**config.mk**
```make
export PLATFORM = sky130hd
export DESIGN_NAME = env_vca
export DESIGN_NICKNAME = d
export VERILOG_FILES = /design/src/rtl/env_vca.sv
export SDC_FILE = /design/constraint.sdc
export NUM_CORES = 1
export LEC_CHECK = 0
export CAP_MARGIN = 5
export CORE_ASPECT_RATIO = 2
export CORE_MARGIN = 2
export CORE_UTILIZATION = 30
export DETAILED_ROUTE_END_ITERATION = 12
export HOLD_SLACK_MARGIN = 0.06
export SLEW_MARGIN = 20
export SYNTH_ARGS = -nofsm -noshare
export SYNTH_HDL_FRONTEND = slang
export SYNTH_SLANG_ARGS = --single-unit
```
**constraint.sdc**
```tcl
create_clock -name clk -period 14.61 [get_ports clk]
set_clock_uncertainty 0.2 [all_clocks]
set_input_delay 3.6525 -clock clk [delete_from_list [all_inputs] [get_ports clk]]
set_output_delay 3.6525 -clock clk [all_outputs]
set_load 0.03 [all_outputs]
```
**src/rtl/env_vca.sv**
```systemverilog
// env_vca: envelope-controlled amplifier with a 2-stage sample pipeline and voice-activity tracking.
// Optional macro ENV_SLEW_EN: env_eff ramps toward the target by at most slew_step per strobe.
module env_vca #(
    parameter int unsigned nbit_data = 6,
    parameter int unsigned nbit_smp  = 12,
    parameter int unsigned slew_step = 1
) (
    input  logic                       clk,
    input  logic                       rst,
    input  logic signed [nbit_smp-1:0] smp_in,
    input  logic                       smp_valid,
    input  logic [nbit_data-1:0]       env_in,
    input  logic                       env_vout,
    output logic signed [nbit_smp-1:0] smp_out,
    output logic                       smp_out_valid,
    output logic                       active
);
    localparam int unsigned PW = nbit_smp + nbit_data + 1;
    localparam logic [nbit_data-1:0] EnvMax = '1;
    localparam logic signed [PW-1:0] Half = PW'(2 ** (nbit_data - 1));

    typedef enum logic [1:0] {StIdle, StRun, StTail} state_e;

    state_e                     state_q;
    logic                       active_q;
    logic signed [nbit_smp-1:0] smp_s1_q, smp_s1_d;
    logic signed [nbit_smp-1:0] smp_out_q, smp_out_d;
    logic [nbit_data-1:0]       env_s1_q, env_s1_d;
    logic [nbit_data-1:0]       env_eff_q, env_eff_d;
    logic [nbit_data-1:0]       env_tgt;
    logic                       v1_q, v1_d;
    logic                       vout_q, vout_d;
    logic signed [PW-1:0]       prod, rnd;
    logic                       unused_rnd;

`ifdef ENV_SLEW_EN
    localparam logic [nbit_data-1:0] Step = nbit_data'(slew_step);
`else
    logic unused_slew_step;
    assign unused_slew_step = ^nbit_data'(slew_step);
`endif

    // Stage 1: capture the sample and the effective envelope on strobe cycles only.
    always_comb begin
        env_tgt   = env_vout ? env_in : '0;
        env_eff_d = env_eff_q;
        if (smp_valid) begin
`ifdef ENV_SLEW_EN
            if (env_tgt > env_eff_q) begin
                env_eff_d = (env_tgt - env_eff_q > Step) ? env_eff_q + Step : env_tgt;
            end else if (env_tgt < env_eff_q) begin
                env_eff_d = (env_eff_q - env_tgt > Step) ? env_eff_q - Step : env_tgt;
            end
`else
            env_eff_d = env_tgt;
`endif
        end
        v1_d     = smp_valid;
        smp_s1_d = smp_valid ? smp_in : smp_s1_q;
        env_s1_d = smp_valid ? env_eff_d : env_s1_q;
    end

    // Stage 2: full-scale envelope bypasses the multiply so max level is exact unity gain.
    always_comb begin
        prod      = smp_s1_q * $signed({1'b0, env_s1_q});
        rnd       = prod + Half;
        smp_out_d = smp_out_q;
        if (v1_q) begin
            smp_out_d = (env_s1_q == EnvMax) ? smp_s1_q : rnd[nbit_data +: nbit_smp];
        end
        vout_d = v1_q;
    end

    assign unused_rnd = ^{rnd[PW-1], rnd[nbit_data-1:0]};

    always_ff @(posedge clk or posedge rst) begin
        if (rst) begin
            smp_s1_q  <= '0;
            env_s1_q  <= '0;
            env_eff_q <= '0;
            v1_q      <= 1'b0;
            smp_out_q <= '0;
            vout_q    <= 1'b0;
        end else begin
            smp_s1_q  <= smp_s1_d;
            env_s1_q  <= env_s1_d;
            env_eff_q <= env_eff_d;
            v1_q      <= v1_d;
            smp_out_q <= smp_out_d;
            vout_q    <= vout_d;
        end
    end

    always_ff @(posedge clk or posedge rst) begin
        if (rst) begin
            state_q  <= StIdle;
            active_q <= 1'b0;
        end else begin
            case (state_q)
                StIdle: begin
                    if (smp_valid && env_vout) begin
                        state_q  <= StRun;
                        active_q <= 1'b1;
                    end
                end
                StRun: begin
                    if (smp_valid && !env_vout) begin
                        state_q <= StTail;
                    end
                end
                StTail: begin
                    if (smp_valid && env_vout) begin
                        state_q <= StRun;
                    end else if (env_eff_q == '0 && !v1_q && !vout_q) begin
                        state_q  <= StIdle;
                        active_q <= 1'b0;
                    end
                end
                default: begin
                    state_q  <= StIdle;
                    active_q <= 1'b0;
                end
            endcase
        end
    end

    assign smp_out       = smp_out_q;
    assign smp_out_valid = vout_q;
    assign active        = active_q;

endmodule

```
======== After elaboration in Yosys (flattened, before gate mapping) ========
Cells that the tools add are included.
cells by class
  equality and inequality tests ........... 8
  reduce and logical (&&, ||, !) cells .... 11
  mux-type cells .......................... 12
  add/subtract/negate cells ............... 1
  multipliers ............................. 1
  bitwise gates (word level) .............. 1
operators by type and width
  cell                                                  count
  adder 18 x 7 -> 18 bit (second input constant)        1
  multiplier 12 x 7 -> 18 bit                           1
  two-way mux 12 bit                                    1
  two-way mux 6 bit                                     2
  two-way mux 2 bit                                     4
  != test 2 bit (second input constant)                 4
  equality test 6 bit (second input constant)           1
  logical NOT 6 bit                                     1
  one-hot mux 2 bit (3 select lines)                    1
  logical AND 1 bit                                     4
  AND reduction 4 bit                                   1
  logical NOT 1 bit                                     3
  two-way mux 1 bit                                     3
  != test 3 bit (second input constant)                 1
  one-hot mux 1 bit (3 select lines)                    1
  AND reduction 3 bit                                   1
  equality test 2 x 1 -> 1 bit (second input constant)  1
  equality test 2 bit (second input constant)           1
  logical NOT 2 bit                                     1
  inverter 1 bit                                        1
storage, ports and cells
  bits in registers ....................... 41
  input port bits ......................... 22

======== Longest topological paths before layout ========
  depth after elaboration ................. 6
  depth in mapped cells ................... 17
  gate-level depth less buffers ........... 16

======== Worst setup path after synthesis ========
OpenSTA, ideal clock, no wires.
  path kind ............................... input-to-reg
  start ................................... input smp_valid
  end ..................................... register smp_s1_q[0]
  required time ........................... 14.285 ns
  buffers on the path ..................... 2
  path slack .............................. 9.661 ns
  arrival ................................. 4.624 ns
  stages .................................. 3
  path through ............................ clkbuf_1 -> buf_1 -> mux2_2
RTL lines
  what                    RTL line  source
  start: declaration      11        input logic smp_valid,
  end signal: assignment  85        smp_s1_q <= smp_s1_d;
  end: declaration        26        logic signed [nbit_smp-1:0] smp_s1_q, smp_s1_d;
No word-level cell between the ends.

======== Final worst setup path ========
  start ................................... input smp_valid
  end ..................................... register active_q (netlist: active)
on the way
  longest elaborated chain between the ends .. 3
  elaborated cells between the ends (all ways) .. 4
  those cells by class .................... eq/ne (2); reduce/logical (2)
RTL lines
  what                                      RTL line  source
  logical AND 1 bit (*)                     101, 112
  != test 2 bit (no source line)            --
  AND reduction 4 bit (no source line) (*)  --
  end signal: assignment                    103       active_q <= 1'b1;
  end signal: assignment                    116       active_q <= 1'b0;
  end signal: assignment                    121       active_q <= 1'b0;
  end: declaration                          25        logic active_q;
Every way passes the cells marked *; elsewhere a longest branch is shown, timed or not.
A chain may end at the register's enable or synchronous reset.

==> results.py <==
metrics = {
    "run_status": {
        "status": "finished, final reports clean",
    },
    "logic_synthesis": {
        "syn_nets": 590,
        "synthFlopType": "dfrtp_1",
        "synth_seq_cells": 41,
        "yosysTopAreaCellShare": 0.234,
        "syn_area_um2": 4380,
        "seq_area_frac_synth": 0.234,
        "synthCells": 476,
        "yosys.cell_types.count": 41,
        "syn_avg_cell_area_um2": 9.21,
        "ys_warn_count": 0,
        "async_flop_share": 1.00,
        "synth_area_leaders": "dfrtp_1, fa_1, ha_1",
        "synth-edff-count": 0,
        "netlist.top_cell.by_area": "dfrtp_1",
    },
    "sta": {
        "fmax_ghz": 0.181,
        "tns_ns": 0,
        "tightest_slew_ns": 1.02,
        "finalCritPeriodShare": 0.377,
        "fin_crit_ns": 5.51,
        "rsz0062_at_grt": "no",
        "slew_viol_final": 0,
        "setup_viol": 0,
        "relSlewSlack": 0.315,
        "fin_hold_ws_ns": 0.306,
        "hold_violations": 0,
    },
    "power_and_ir_drop": {
        "ir_drop_mv": 0.0818,
        "finalPower_uw": 637,
        "power_density_nw_per_um2": 125,
        "power.leakage_uw": 0.00244,
    },
    "min_path": {
        "min_path_type": "reg -> reg",
    },
    "global_route": {
        "grt_max_degree": 42,
        "antenna_found_initial": 0,
        "overflow": 0,
        "grt_pass1_vias": 3592,
        "grt_first_pass_wirelength_mm": 17.3,
        "track_usage": 0.145,
    },
    "floorplanning": {
        "io_pins": 36,
        "die_area_um2": 15700,
        "rows": 62,
        "die_w_um": 89.5,
        "start_util": 0.305,
        "core-area_um2": 14400,
        "die_h_um": 175,
    },
    "worst_setup_path": {
        "critPathTopFamily": "buffers and inverters",
        "critical_path_class": "in -> reg",
        "crit_path_frequent_cell": "a21oi_1",
        "crit_chain": "clkdlybuf4s50_1, and2_1, a21oi_1, a21oi_1",
        "crit_path_max_incr_delay_ns": 1.15,
        "cp_max_fo": 28,
        "cp-end-kind": "flip-flop",
        "critPathSlowestCell": "clkdlybuf4s50_1",
        "cp_num_buf_inv": 1,
        "arrival_ns": 5.53,
        "startpoint_type": "primary input",
        "worst_ep_required_time_ns": 14.62,
    },
    "final_layout": {
        "layout.nets": 619,
        "layout_common_cells": "inv_1, and2_1, fa_1, ha_1, dfrtp_1",
        "drive_above_1_share": 0.0573,
        "post-route-cell-area_um2": 5100,
        "layout_commonest_cell": "inv_1",
        "stdcell_count": 698,
        "syn2layout_area_growth_pct": 16.4,
        "antennaDiodeCount": 0,
    },
    "place": {
        "placed_area_um2": 4930,
        "dp_cells": 690,
        "hpwl_mm": 8.22,
        "gp_congestion": 0.879,
        "portBuffers": 35,
    },
    "detailed_routing": {
        "route.detailed.drc": 0,
        "vias": 3306,
        "drt_iter0_markers": 142,
        "dr.pass1.iters": 4,
        "routed_wirelength_mm": 10.4,
        "ant_nets": 0,
        "avgViaCountPerCell": 4.74,
        "wl_per_cell_um": 14.9,
    },
    "clock_network": {
        "cts_repair_resize_count": 0,
        "cts_hold_buf": 0,
        "cts_tree": "yes",
        "clock-sinks": 41,
        "clkLatencyLatePin_ns": 0.29,
        "cts_buffers": 5,
        "root_buffer": "clkbuf_16",
        "htreeDepth": 2,
        "clk_pin_slew_worst_paths_ns": 0.07,
        "post_cts_buffers": 0,
        "cts_buffer_depth": 2,
    },
    "flow_run": {
        "cap_violations": 0,
    },
}
-- cell type report --
| class | instances | area (um2) |
|---|---|---|
| sequential | 41 | 1030 |
| multi-input combinational | 314 | 2900 |
| tap | 192 | 240 |
| clock buffer | 5 | 125 |
| timing repair buffer | 37 | 365 |
| fill | 1477 | 9250 |
| clock inverter | 3 | 46.3 |
| inverter | 106 | 398 |
-- path summary, 6_finish.rpt --
path / start / to / slack (ns) / depth (start not counted)
min in group asynchronous: rst / smp_s1_q[1]$_DFFE_PP0P_ / 3.59 / 3
max in group asynchronous: rst / smp_s1_q[7]$_DFFE_PP0P_ / 10.25 / 3
hold / removal: state_q[1]$_DFFE_PP0P_ / state_q[0]$_DFFE_PP0P_ / 0.31 / 1
setup / recovery: smp_valid / active$_DFFE_PP0P_ / 9.10 / 4
hold reg to reg: state_q[1]$_DFFE_PP0P_ / state_q[0]$_DFFE_PP0P_ / 0.31 / 1
setup reg to reg: env_s1_q[1]$_DFFE_PP0P_ / smp_out[11]$_DFFE_PP0P_ / 9.34 / 15
-- through the flow --
stage / utilization / setup WS [ns]
floorplan: - / 9.66
finish: 0.356 / 9.10
CTS: 0.356 / 9.06
detailed placement: 0.344 / 8.76
global placement: 0.344 / 8.80
global route: 0.356 / 8.95
-- flip-flops by register name, summed over array words and instances (netlist names) --
register       flops
state_q            2
active             1
smp_out_valid      1
env_eff_q          6
smp_s1_q          12
env_s1_q           6
smp_out           12
v1_q               1
-- routing by layer --
metal | global-route usage | wire, um | vias to the layer above | part of all wire
met2 | 0.281 | 6210 | 65 | 0.60
met4 | 0.0466 | 204 | 0 | 0.020
met3 | 0.0151 | 257 | 12 | 0.025
met5 | 0 | 0 | - | 0
met1 | 0.154 | 3710 | 1663 | 0.36
li1 | - | - | 1566 | -
-- power breakdown --
| group | internal, uW | switching (uW) | total, uW |
|---|---|---|---|
| combinational | 148 | 192 | 340 |
| sequential | 138 | 26.6 | 165 |
| clock | 81.0 | 50.9 | 132 |
| total | 368 | 269 | 637 |
-- cell usage after synthesis, types with 2 or more instances --
| library cell | instances |
|---|---|
| nor2b_1 | 6 |
| nor3_1 | 3 |
| inv_1 | 106 |
| fa_1 | 49 |
| o221ai_1 | 3 |
| nor2_1 | 10 |
| dfrtp_1 | 41 |
| nor4_1 | 2 |
| o21ai_0 | 24 |
| nand2_1 | 31 |
| clkbuf_1 | 13 |
| a31oi_1 | 10 |
| ha_1 | 43 |
| a21oi_1 | 12 |
| nand3_1 | 16 |
| a211oi_1 | 3 |
| and3_1 | 2 |
| xnor2_1 | 10 |
| mux2_2 | 12 |
| and2_1 | 54 |
| xor2_1 | 4 |
| nand4_1 | 3 |
-- cell families (layout without fill, tap and decap cells) --
logic type,count (synthesis),after routing,share of synthesized area
DFF,41,41,0.234
buffers and inverters,121,151,0.104
AOI/OAI and AO/OA,63,63,0.0919
xor gates and xnor gates,14,14,0.0280
muxes,13,13,0.0331
adders and majority gates,92,92,0.347
and+or+nand+nor,132,132,0.162
No activity file was read; power rests on OpenSTA's default activity.
